File: src/rtl/sd2_decim.sv
// Sinc3 CIC decimator for the second-order sigma-delta bitstream.
// Wrapping integrators, one comb pass per frame, saturated OW-bit output.
module sd2_decim #(
  parameter int LOGR = 6,
  parameter int OW   = 16
) (
  input  logic                 clk,
  input  logic                 reset_n,
  input  logic                 bs_in,
  input  logic                 bs_valid,
  output logic signed [OW-1:0] dout,
  output logic                 dout_valid
);

  localparam int W  = 3*LOGR + 2;
  localparam int SH = 3*LOGR - OW + 1;

  localparam logic signed [W-1:0] PMAX =
    W'((64'sd1 <<< (OW-1)) - 64'sd1);
  localparam logic signed [W-1:0] NMIN =
    -PMAX - W'(1);

  logic signed [W-1:0] r_i1, r_i2, r_i3;
  logic signed [W-1:0] r_d1, r_d2, r_d3;
  logic signed [W-1:0] r_y;
  logic [LOGR-1:0]     r_cnt;
  logic                r_tick;
  logic                r_yv;

  logic signed [W-1:0]  w_x;
  logic signed [W-1:0]  w_c1, w_c2, w_c3;
  logic signed [W-1:0]  w_sh;
  logic signed [OW-1:0] w_sat;

  assign w_x = bs_in ? W'(1) : {W{1'b1}};

  assign w_c1 = r_i3 - r_d1;
  assign w_c2 = w_c1 - r_d2;
  assign w_c3 = w_c2 - r_d3;

  assign w_sh = r_y >>> SH;

  // Only +full scale can exceed the range; both ends kept for safety.
  always_comb begin
    w_sat = w_sh[OW-1:0];
    if (w_sh > PMAX)
      w_sat = PMAX[OW-1:0];
    else if (w_sh < NMIN)
      w_sat = NMIN[OW-1:0];
  end

  always_ff @(posedge clk or negedge reset_n) begin
    if (!reset_n) begin
      r_i1       <= '0;
      r_i2       <= '0;
      r_i3       <= '0;
      r_cnt      <= '0;
      r_tick     <= 1'b0;
      r_d1       <= '0;
      r_d2       <= '0;
      r_d3       <= '0;
      r_y        <= '0;
      r_yv       <= 1'b0;
      dout       <= '0;
      dout_valid <= 1'b0;
    end else begin
      if (bs_valid) begin
        r_i1  <= r_i1 + w_x;
        r_i2  <= r_i2 + r_i1;
        r_i3  <= r_i3 + r_i2;
        r_cnt <= r_cnt + LOGR'(1);
      end
      r_tick <= bs_valid && (r_cnt == '1);
      r_yv   <= r_tick;
      if (r_tick) begin
        r_d1 <= r_i3;
        r_d2 <= w_c1;
        r_d3 <= w_c2;
        r_y  <= w_c3;
      end
      dout_valid <= r_yv;
      if (r_yv)
        dout <= w_sat;
    end
  end

endmodule

File: config.mk
export PLATFORM = sky130hd
export DESIGN_NAME = sd2_decim
export DESIGN_NICKNAME = d
export VERILOG_FILES = /design/src/rtl/sd2_decim.sv
export SDC_FILE = /design/constraint.sdc
export NUM_CORES = 1
export LEC_CHECK = 0
export BUFFER_PORTS_ARGS = -buffer_cell sky130_fd_sc_hd__buf_2
export CAP_MARGIN = 0
export CORE_MARGIN = 3
export CORE_UTILIZATION = 65
export CTS_BUF_LIST = sky130_fd_sc_hd__clkbuf_4
export DETAILED_ROUTE_END_ITERATION = 8
export GPL_TIMING_DRIVEN = 0
export PLACE_DENSITY_LB_ADDON = 0.2
export SYNTH_ARGS = -nofsm -noshare
export SYNTH_HDL_FRONTEND = slang
export SYNTH_SLANG_ARGS = --single-unit
File: constraint.sdc
create_clock -name clk -period 13.9 [get_ports clk]
set_input_delay 0.695 -clock clk [delete_from_list [all_inputs] [get_ports clk]]
set_output_delay 0.695 -clock clk [all_outputs]
set_load 0.01 [all_outputs]
=== Word-level counts from Yosys, hierarchy flattened ===
Cells that the tools add are included.

* Flip-flop bits (word level): 165
* Output and inout port bits: 17
* Word-level logic and storage cells: 26

* $add $sub $neg: 7
* Magnitude comparators: 2
* Eq/ne operators: 1
* Muxes and demuxes: 3
* Reduce and logical (&&, ||, !) cells: 1

{| class="wikitable"
|+ Operator list
! kind !! number
|-
| $add A20 B20 Y20 || 3
|-
| $sub A20 B20 Y20 || 3
|-
| $mux W16 || 2
|-
| $mux W20 || 1
|-
| $gt A17 B16 Y1 const B || 1
|-
| $lt A17 B16 Y1 const B || 1
|-
| $add A6 B1 Y6 const B || 1
|-
| $eq A6 B6 Y1 const B || 1
|-
| $logic_and A1 B1 Y1 || 1
|}

=== Logic depth before layout (Yosys ltp) ===
Gate-level depths: netlist of the first run.

* Depth after elaboration: 3
* Gate-level depth with buffers: 29
* Mapped depth without buffers: 29

=== Worst setup path before layout of the first run ===
OpenSTA, ideal clock, no wires.

* Path kind: flip-flop to flip-flop
* Start: register r_i3[0]
* End: register r_y[19]
* Library setup time: 0.071 ns
* Arrival time: 5.144 ns
* Data required time: 13.829 ns
* Path slack: 8.686 ns
* Stages on the path, launching flop included: 27
* Path buffers: 0
* Clock period less this slack: 5.214 ns
* Cell sequence: dfrtp_1 inv_1 ha_1 fa_1 nor2b_1 o21ai_1 a21boi_2 nor2_1 o21bai_1 xor2_1 ha_1 nand3_1 a211oi_1 nor3_1 o21bai_1 a21o_1 a21oi_1 xnor2_1 ha_1 o21ai_0 o21bai_1 a221oi_1 o211ai_1 and4_1 or3b_1 or4b_1 nand4_1

* Cells in the longest elaborated chain, start to end: 3

{| class="wikitable"
|+ Ends and longest elaborated chain
! what !! RTL line !! RTL
|-
| from (decl) || 23 || <nowiki>logic signed [W-1:0] r_i1, r_i2, r_i3;</nowiki>
|-
| from (signal assigned) || 70 || <nowiki>r_i3 <= r_i3 + r_i2;</nowiki>
|-
| $sub A20 B20 Y20 || 37 || <nowiki>assign w_c1 = r_i3 - r_d1;</nowiki>
|-
| via w_c1[8] || 31 || <nowiki>logic signed [W-1:0] w_c1, w_c2, w_c3;</nowiki>
|-
| $sub A20 B20 Y20 || 38 || <nowiki>assign w_c2 = w_c1 - r_d2;</nowiki>
|-
| via w_c2[13] || 31 ||
|-
| $sub A20 B20 Y20 || 39 || <nowiki>assign w_c3 = w_c2 - r_d3;</nowiki>
|-
| to (signal assigned) || 79 || <nowiki>r_y <= w_c3;</nowiki>
|-
| to (decl) || 25 || <nowiki>logic signed [W-1:0] r_y;</nowiki>
|}

The timed path passes the listed nets, and every way through them passes these cells.
A chain may end at the register's enable or synchronous reset.

=== Worst setup path in the final report of the first run ===
Same ends and word-level chain as after synthesis.

==> flow_metrics.env, run 1 <==
export IMPL_critPathRequiredTime_ns=14.42
export IMPL_ys_warn_count=0
export IMPL_cp_start_kind="flop"
export IMPL_postSynthCellCount=1242
export IMPL_maxCapViolations=0
export IMPL_seq_area_frac_synth_pct=35.68
export IMPL_worstHoldPathType="reg2reg"
export IMPL_syn2layout_area_growth_pct=6.102
export IMPL_placed_area_mm2=0.01177
export IMPL_postCtsHoldBufs=1
export IMPL_fill_cells=1325
export IMPL_worstMarginPinSlew_ns=0.7286
export IMPL_vias=8979
export IMPL_gp_congestion=0.8993
export IMPL_insertion_delay_ns=0.58
export IMPL_first_global_vias=8956
export IMPL_final_common_cell="dfrtp_1"
export IMPL_cts_sinks=162
export IMPL_core_mm2=0.01682
export IMPL_fin_skew_ns=0.03331
export IMPL_synthAdderAreaFrac_pct=13.33
export IMPL_synth_area_mm2=0.01136
export IMPL_maxSlewViolCount=0
export IMPL_cpMaxStageDelayCell="or4b_1"
export IMPL_antenna_found_initial=0
export IMPL_crit_fanout=6
export IMPL_grt_use_total_pct=25.52
export IMPL_status="finished, final reports clean"
export IMPL_yosys_area_share_simple_pct=13.48
export IMPL_grt_max_degree=119
export IMPL_routedWlPerCell_um=15.71
export IMPL_via_per_inst=5.927
export IMPL_synth_top_family_by_area="compound AO/OA/AOI/OAI gates"
export IMPL_ys_ff_latch=162
export IMPL_syn_nets=1364
export IMPL_cts_root_buffer="clkbuf_4"
export IMPL_finalSetupViolCount=0
export IMPL_hold_violations=0
export IMPL_cts_resized_gates=0
export IMPL_crit_type="reg2reg"
export IMPL_rsz0062_at_grt="false"
export IMPL_cts_made_buffers=17
export IMPL_dieArea_mm2=0.01910
export IMPL_grt_pass1_wl_mm=40.93
export IMPL_synth_edf_count=0
export IMPL_holdWs_ns=0.3931
export IMPL_clockBufferDepth=2
export IMPL_period_minus_slack_ns=5.868
export IMPL_crit_path_max_incr_delay_ns=0.49
export IMPL_crit_family="simple AND/OR/NAND/NOR gates"
export IMPL_final_nets=1404
export IMPL_synth_ff_type="dfrtp_1"
export IMPL_h_tree_depth=4
export IMPL_setup_worst_path_end_class="flop"
export IMPL_dieWidth_um=138.2
export IMPL_post_cts_setup_buffers=0
export IMPL_timing_critical_path_buf_inv=1
export IMPL_overflow=0
export IMPL_ant_nets=0
export IMPL_yosysUniqueCellTypes=68
export IMPL_final_layout_size_suffix_gt1_share_pct=11.04
export IMPL_antennaDiodeCount=0
export IMPL_io_buffer_count=19
export IMPL_num_io_pins=21
export IMPL_slew_headroom_pct=50.17
export IMPL_fp_dieH_um=138.2
export IMPL_dp_hpwl_mm=17.95
export IMPL_first_pass_iters=5
export IMPL_routed_wl_mm=23.81
export IMPL_setup_tns_ns=0
export IMPL_synthMuxAreaShare_pct=8.040
export IMPL_fp_row_count=47
export IMPL_stdcell_area_mm2=0.01205
export IMPL_syn_avg_cell_area_um2=9.147
export IMPL_layout_common_cells="162 x dfrtp_1, 117 x nand2_1, 113 x ha_1"
export IMPL_clkTransAtPathRegs_ns=0.15
export IMPL_async_flop_share_pct=100.0
export IMPL_cp_data_arrival_time_ns=6.38
export IMPL_drc_errors=0
export IMPL_synth_xor_area_share_pct=7.170
export IMPL_synth_compound_area_share_pct=17.91
export IMPL_initial_core_util_pct=67.55
export IMPL_cts_tree="done"
export IMPL_timing_final_crit_share_pct=42.22
export IMPL_drt_iter0_drc=521
export IMPL_fmax_ghz=0.1704
-- Yosys cell counts (26+ instances only) --
master	count	area share, %
nor2_1	94	3.1
mux2_2	74	7.3
clkbuf_1	26	0.86
ha_1	113	12
dfrtp_1	162	36
nand2_1	117	3.9
inv_1	100	3.3
o21ai_0	80	3.5
a21oi_1	97	4.3
xor2_1	28	2.2
xnor2_1	65	5.0
a21o_1	38	2.5
-- path summary, 6_finish.rpt --
path	start	endpoint	slack, ns	depth (start not counted)
worst min-delay path	r_tick$_DFF_PN0_	r_yv$_DFF_PN0_	0.39	0
worst max-delay path	r_i3[0]$_DFFE_PN0P_	r_y[19]$_DFFE_PN0P_	8.03	26
min in group asynchronous	reset_n	r_d2[4]$_DFFE_PN0P_	0.58	2
max in group asynchronous	reset_n	r_i2[9]$_DFFE_PN0P_	12.40	3
worst min register to register	r_tick$_DFF_PN0_	r_yv$_DFF_PN0_	0.39	0
worst max register to register	r_i3[0]$_DFFE_PN0P_	r_y[19]$_DFFE_PN0P_	8.03	26
-- state kept, by name (all words and copies together) (netlist names) --
register / flops
r_d1: 20
r_i2: 20
r_i3: 20
r_y: 17
r_tick: 1
r_d3: 20
r_cnt: 6
r_yv: 1
dout: 16
r_i1: 20
dout_valid: 1
r_d2: 20
-- layer usage --
layer	vias to the layer above	part of all wire (%)	GRT usage, %	routed length (um)
met5	-	0	0	0
met4	0	3.6	9.932	865
met3	53	3.0	4.178	704
met2	166	50	45.12	11840
met1	4260	44	31.33	10400
li1	4500	-	-	-
-- kinds of logic after synthesis --
| kind of cell | count (synthesis) |
|---|---|
| fa+ha+maj | 118 |
| flops | 162 |
| simple gates | 328 |
| mux | 82 |
| compound gates | 326 |
| buf+inv | 133 |
| xor+xnor | 93 |
-- stage by stage --
stage / util [%] / worst slack, ns / std cells
after floorplan: - / 8.686 / 1242
after global placement: 69.75 / 8.147 / 1481
after detailed placement: 69.97 / 8.093 / 1482
after CTS: 71.67 / 8.039 / 1515
after global routing: 71.67 / 7.399 / 1515
final: 71.67 / 8.032 / 1515
-- final cells by class --
cell class              instances  area (um^2)  area share, %
well taps                     220        275.3          2.284
flip-flops and latches        162         4054          33.63
clock buffers                  17        127.6          1.059
plain buffers                  33        123.9          1.028
clock inverters                15        147.6          1.225
multi-input cells             947         6808          56.48
repair buffers                 21        142.6          1.183
inverters                     100        375.4          3.114
Power of run 1 is not shown: default switching activity piles up to over one toggle a cycle in this logic, so the estimate is an artifact.
==> inputs of run 2 (changes only) <==
==> constraint.sdc (replaced) <==
create_clock -name clk -period 5.8 [get_ports clk]
set_input_delay 0.29 -clock clk [delete_from_list [all_inputs] [get_ports clk]]
set_output_delay 0.29 -clock clk [all_outputs]
set_load 0.01 [all_outputs]
==> run 2 against run 1 <==
Compared with the run above: wire length up 1.8%; cell count rose by 0.53%; setup slack got worse by 7.8 ns; core utilization rose by 1.3 points; highest routed layer unchanged; register-to-register slack got worse by 7.8 ns; clock-buffer cell count stayed put; global-route usage about the same; critical path depth stayed put; sequential cell count unchanged.
==> flow_metrics.env, run 2 (synthesis gave the netlist of run 1 again) <==
export IMPL_status="finished, final reports clean"
export IMPL_first_pass_iters=5
export IMPL_grt_max_degree=119
export IMPL_maxCapViolations=0
export IMPL_insertion_delay_ns=0.58
export IMPL_critPathRequiredTime_ns=6.32
export IMPL_cts_sinks=162
export IMPL_fill_cells=1278
export IMPL_dp_hpwl_mm=17.95
export IMPL_maxSlewViolCount=0
export IMPL_final_layout_size_suffix_gt1_share_pct=13.89
export IMPL_holdWs_ns=0.09396
export IMPL_clockBufferDepth=2
export IMPL_slew_headroom_pct=49.71
export IMPL_drt_iter0_drc=479
export IMPL_clkTransAtPathRegs_ns=0.16
export IMPL_stdcell_area_mm2=0.01228
export IMPL_cts_made_buffers=17
export IMPL_fin_skew_ns=0.03477
export IMPL_fp_dieH_um=138.2
export IMPL_cp_start_kind="flop"
export IMPL_syn2layout_area_growth_pct=8.084
export IMPL_grt_use_total_pct=25.50
export IMPL_crit_type="reg2reg"
export IMPL_overflow=0
export IMPL_drc_errors=0
export IMPL_h_tree_depth=4
export IMPL_dieWidth_um=138.2
export IMPL_timing_final_crit_share_pct=95.88
export IMPL_worstMarginPinSlew_ns=0.7354
export IMPL_ant_nets=0
export IMPL_num_io_pins=21
export IMPL_gp_congestion=0.8993
export IMPL_fmax_ghz=0.1798
export IMPL_hold_violations=0
export IMPL_routed_wl_mm=24.25
export IMPL_grt_pass1_wl_mm=40.90
export IMPL_antenna_found_initial=0
export IMPL_first_global_vias=8953
export IMPL_cts_tree="done"
export IMPL_io_buffer_count=19
export IMPL_via_per_inst=5.928
export IMPL_worstHoldPathType="in2reg"
export IMPL_setup_tns_ns=0
export IMPL_crit_fanout=4
export IMPL_initial_core_util_pct=67.55
export IMPL_setup_worst_path_end_class="flop"
export IMPL_period_minus_slack_ns=5.561
export IMPL_core_mm2=0.01682
export IMPL_cts_root_buffer="clkbuf_4"
export IMPL_final_common_cell="dfrtp_1"
export IMPL_placed_area_mm2=0.01177
export IMPL_vias=9029
export IMPL_fp_row_count=47
export IMPL_r2r_slack_ns=0.24
export IMPL_routedWlPerCell_um=15.92
export IMPL_cp_data_arrival_time_ns=6.08
export IMPL_finalSetupViolCount=0
export IMPL_final_nets=1412
export IMPL_dieArea_mm2=0.01910
export IMPL_layout_common_cells="162 x dfrtp_1, 115 x nand2_1, 108 x ha_1"
export IMPL_antennaDiodeCount=0
==> run 2: cell count changes in the layout (fill, tap and decap cells not counted), sizes merged <==
cell,previous run,this run
buf,27,35
==> run 2: path summary, 6_finish.rpt <==
check | from | to | cells after the start
max | r_i3[0]$_DFFE_PN0P_ | r_y[19]$_DFFE_PN0P_ | 26
min | bs_in | r_i1[19]$_DFFE_PN0P_ | 4
max reg2reg | r_i3[0]$_DFFE_PN0P_ | r_y[19]$_DFFE_PN0P_ | 26
min reg2reg | r_tick$_DFF_PN0_ | r_yv$_DFF_PN0_ | 0
max in group asynchronous | reset_n | r_i2[9]$_DFFE_PN0P_ | 3
min in group asynchronous | reset_n | r_d2[4]$_DFFE_PN0P_ | 2
==> run 2: stage by stage <==
stage | setup slack, ns | utilization, % | instances
final | 0.2392 | 73.01 | 1523
after global placement | 0.04660 | 69.75 | 1481
after global routing | -0.006970 | 73.01 | 1523
after detailed placement | -0.007445 | 69.97 | 1482
after CTS | 0.05660 | 71.73 | 1515
after floorplan | 0.5858 | - | 1242
==> run 2: area by class of cell <==
| cell class | count | area (um^2) | area share [%] |
|---|---|---|---|
| multi-input cells | 947 | 6973 | 56.79 |
| well taps | 220 | 275.3 | 2.242 |
| repair buffers | 29 | 202.7 | 1.651 |
| clock inverters | 15 | 147.6 | 1.202 |
| plain buffers | 33 | 123.9 | 1.009 |
| inverters | 100 | 375.4 | 3.057 |
| clock buffers | 17 | 127.6 | 1.039 |
| flip-flops and latches | 162 | 4054 | 33.01 |
==> run 2: critical path, stage by stage, from the launching register on <==
cell,delay (ns)
dfrtp_1,0.41
inv_2,0.05
ha_2,0.20
fa_2,0.38
nor2b_2,0.13
o21ai_2,0.07
a21boi_2,0.21
buf_4,0.15
o21ai_2,0.07
a21boi_2,0.18
o21a_1,0.14
nor2_1,0.04
xnor2_1,0.24
ha_1,0.30
nand2_2,0.12
o21ai_2,0.09
or4b_4,0.52
a31o_4,0.26
a21oi_4,0.15
xnor2_2,0.10
ha_1,0.33
or4_1,0.51
o311a_1,0.13
or3b_4,0.25
o2111ai_1,0.11
mux2_4,0.30
nand4_1,0.09
==> run 2: per-layer routing <==
metal  vias up  GRT usage [%]  part of all wire, %
li1       4514              -                    -
met3        53          4.178                  3.1
met4         0          9.932                  3.5
met5         -              0                    0
met1      4288          31.31                   44
met2       174          45.07                   50
==> run 2: what timing repair did <==
item                                    CTS  global route
gates resized for setup                   3            34
hold buffers                              1             0
endpoints found under the setup margin    1             1
setup buffers                             0             8
pin swaps                                 0            26
hold endpoints to repair                 44             0
Power of run 2 is left out for the same reason.
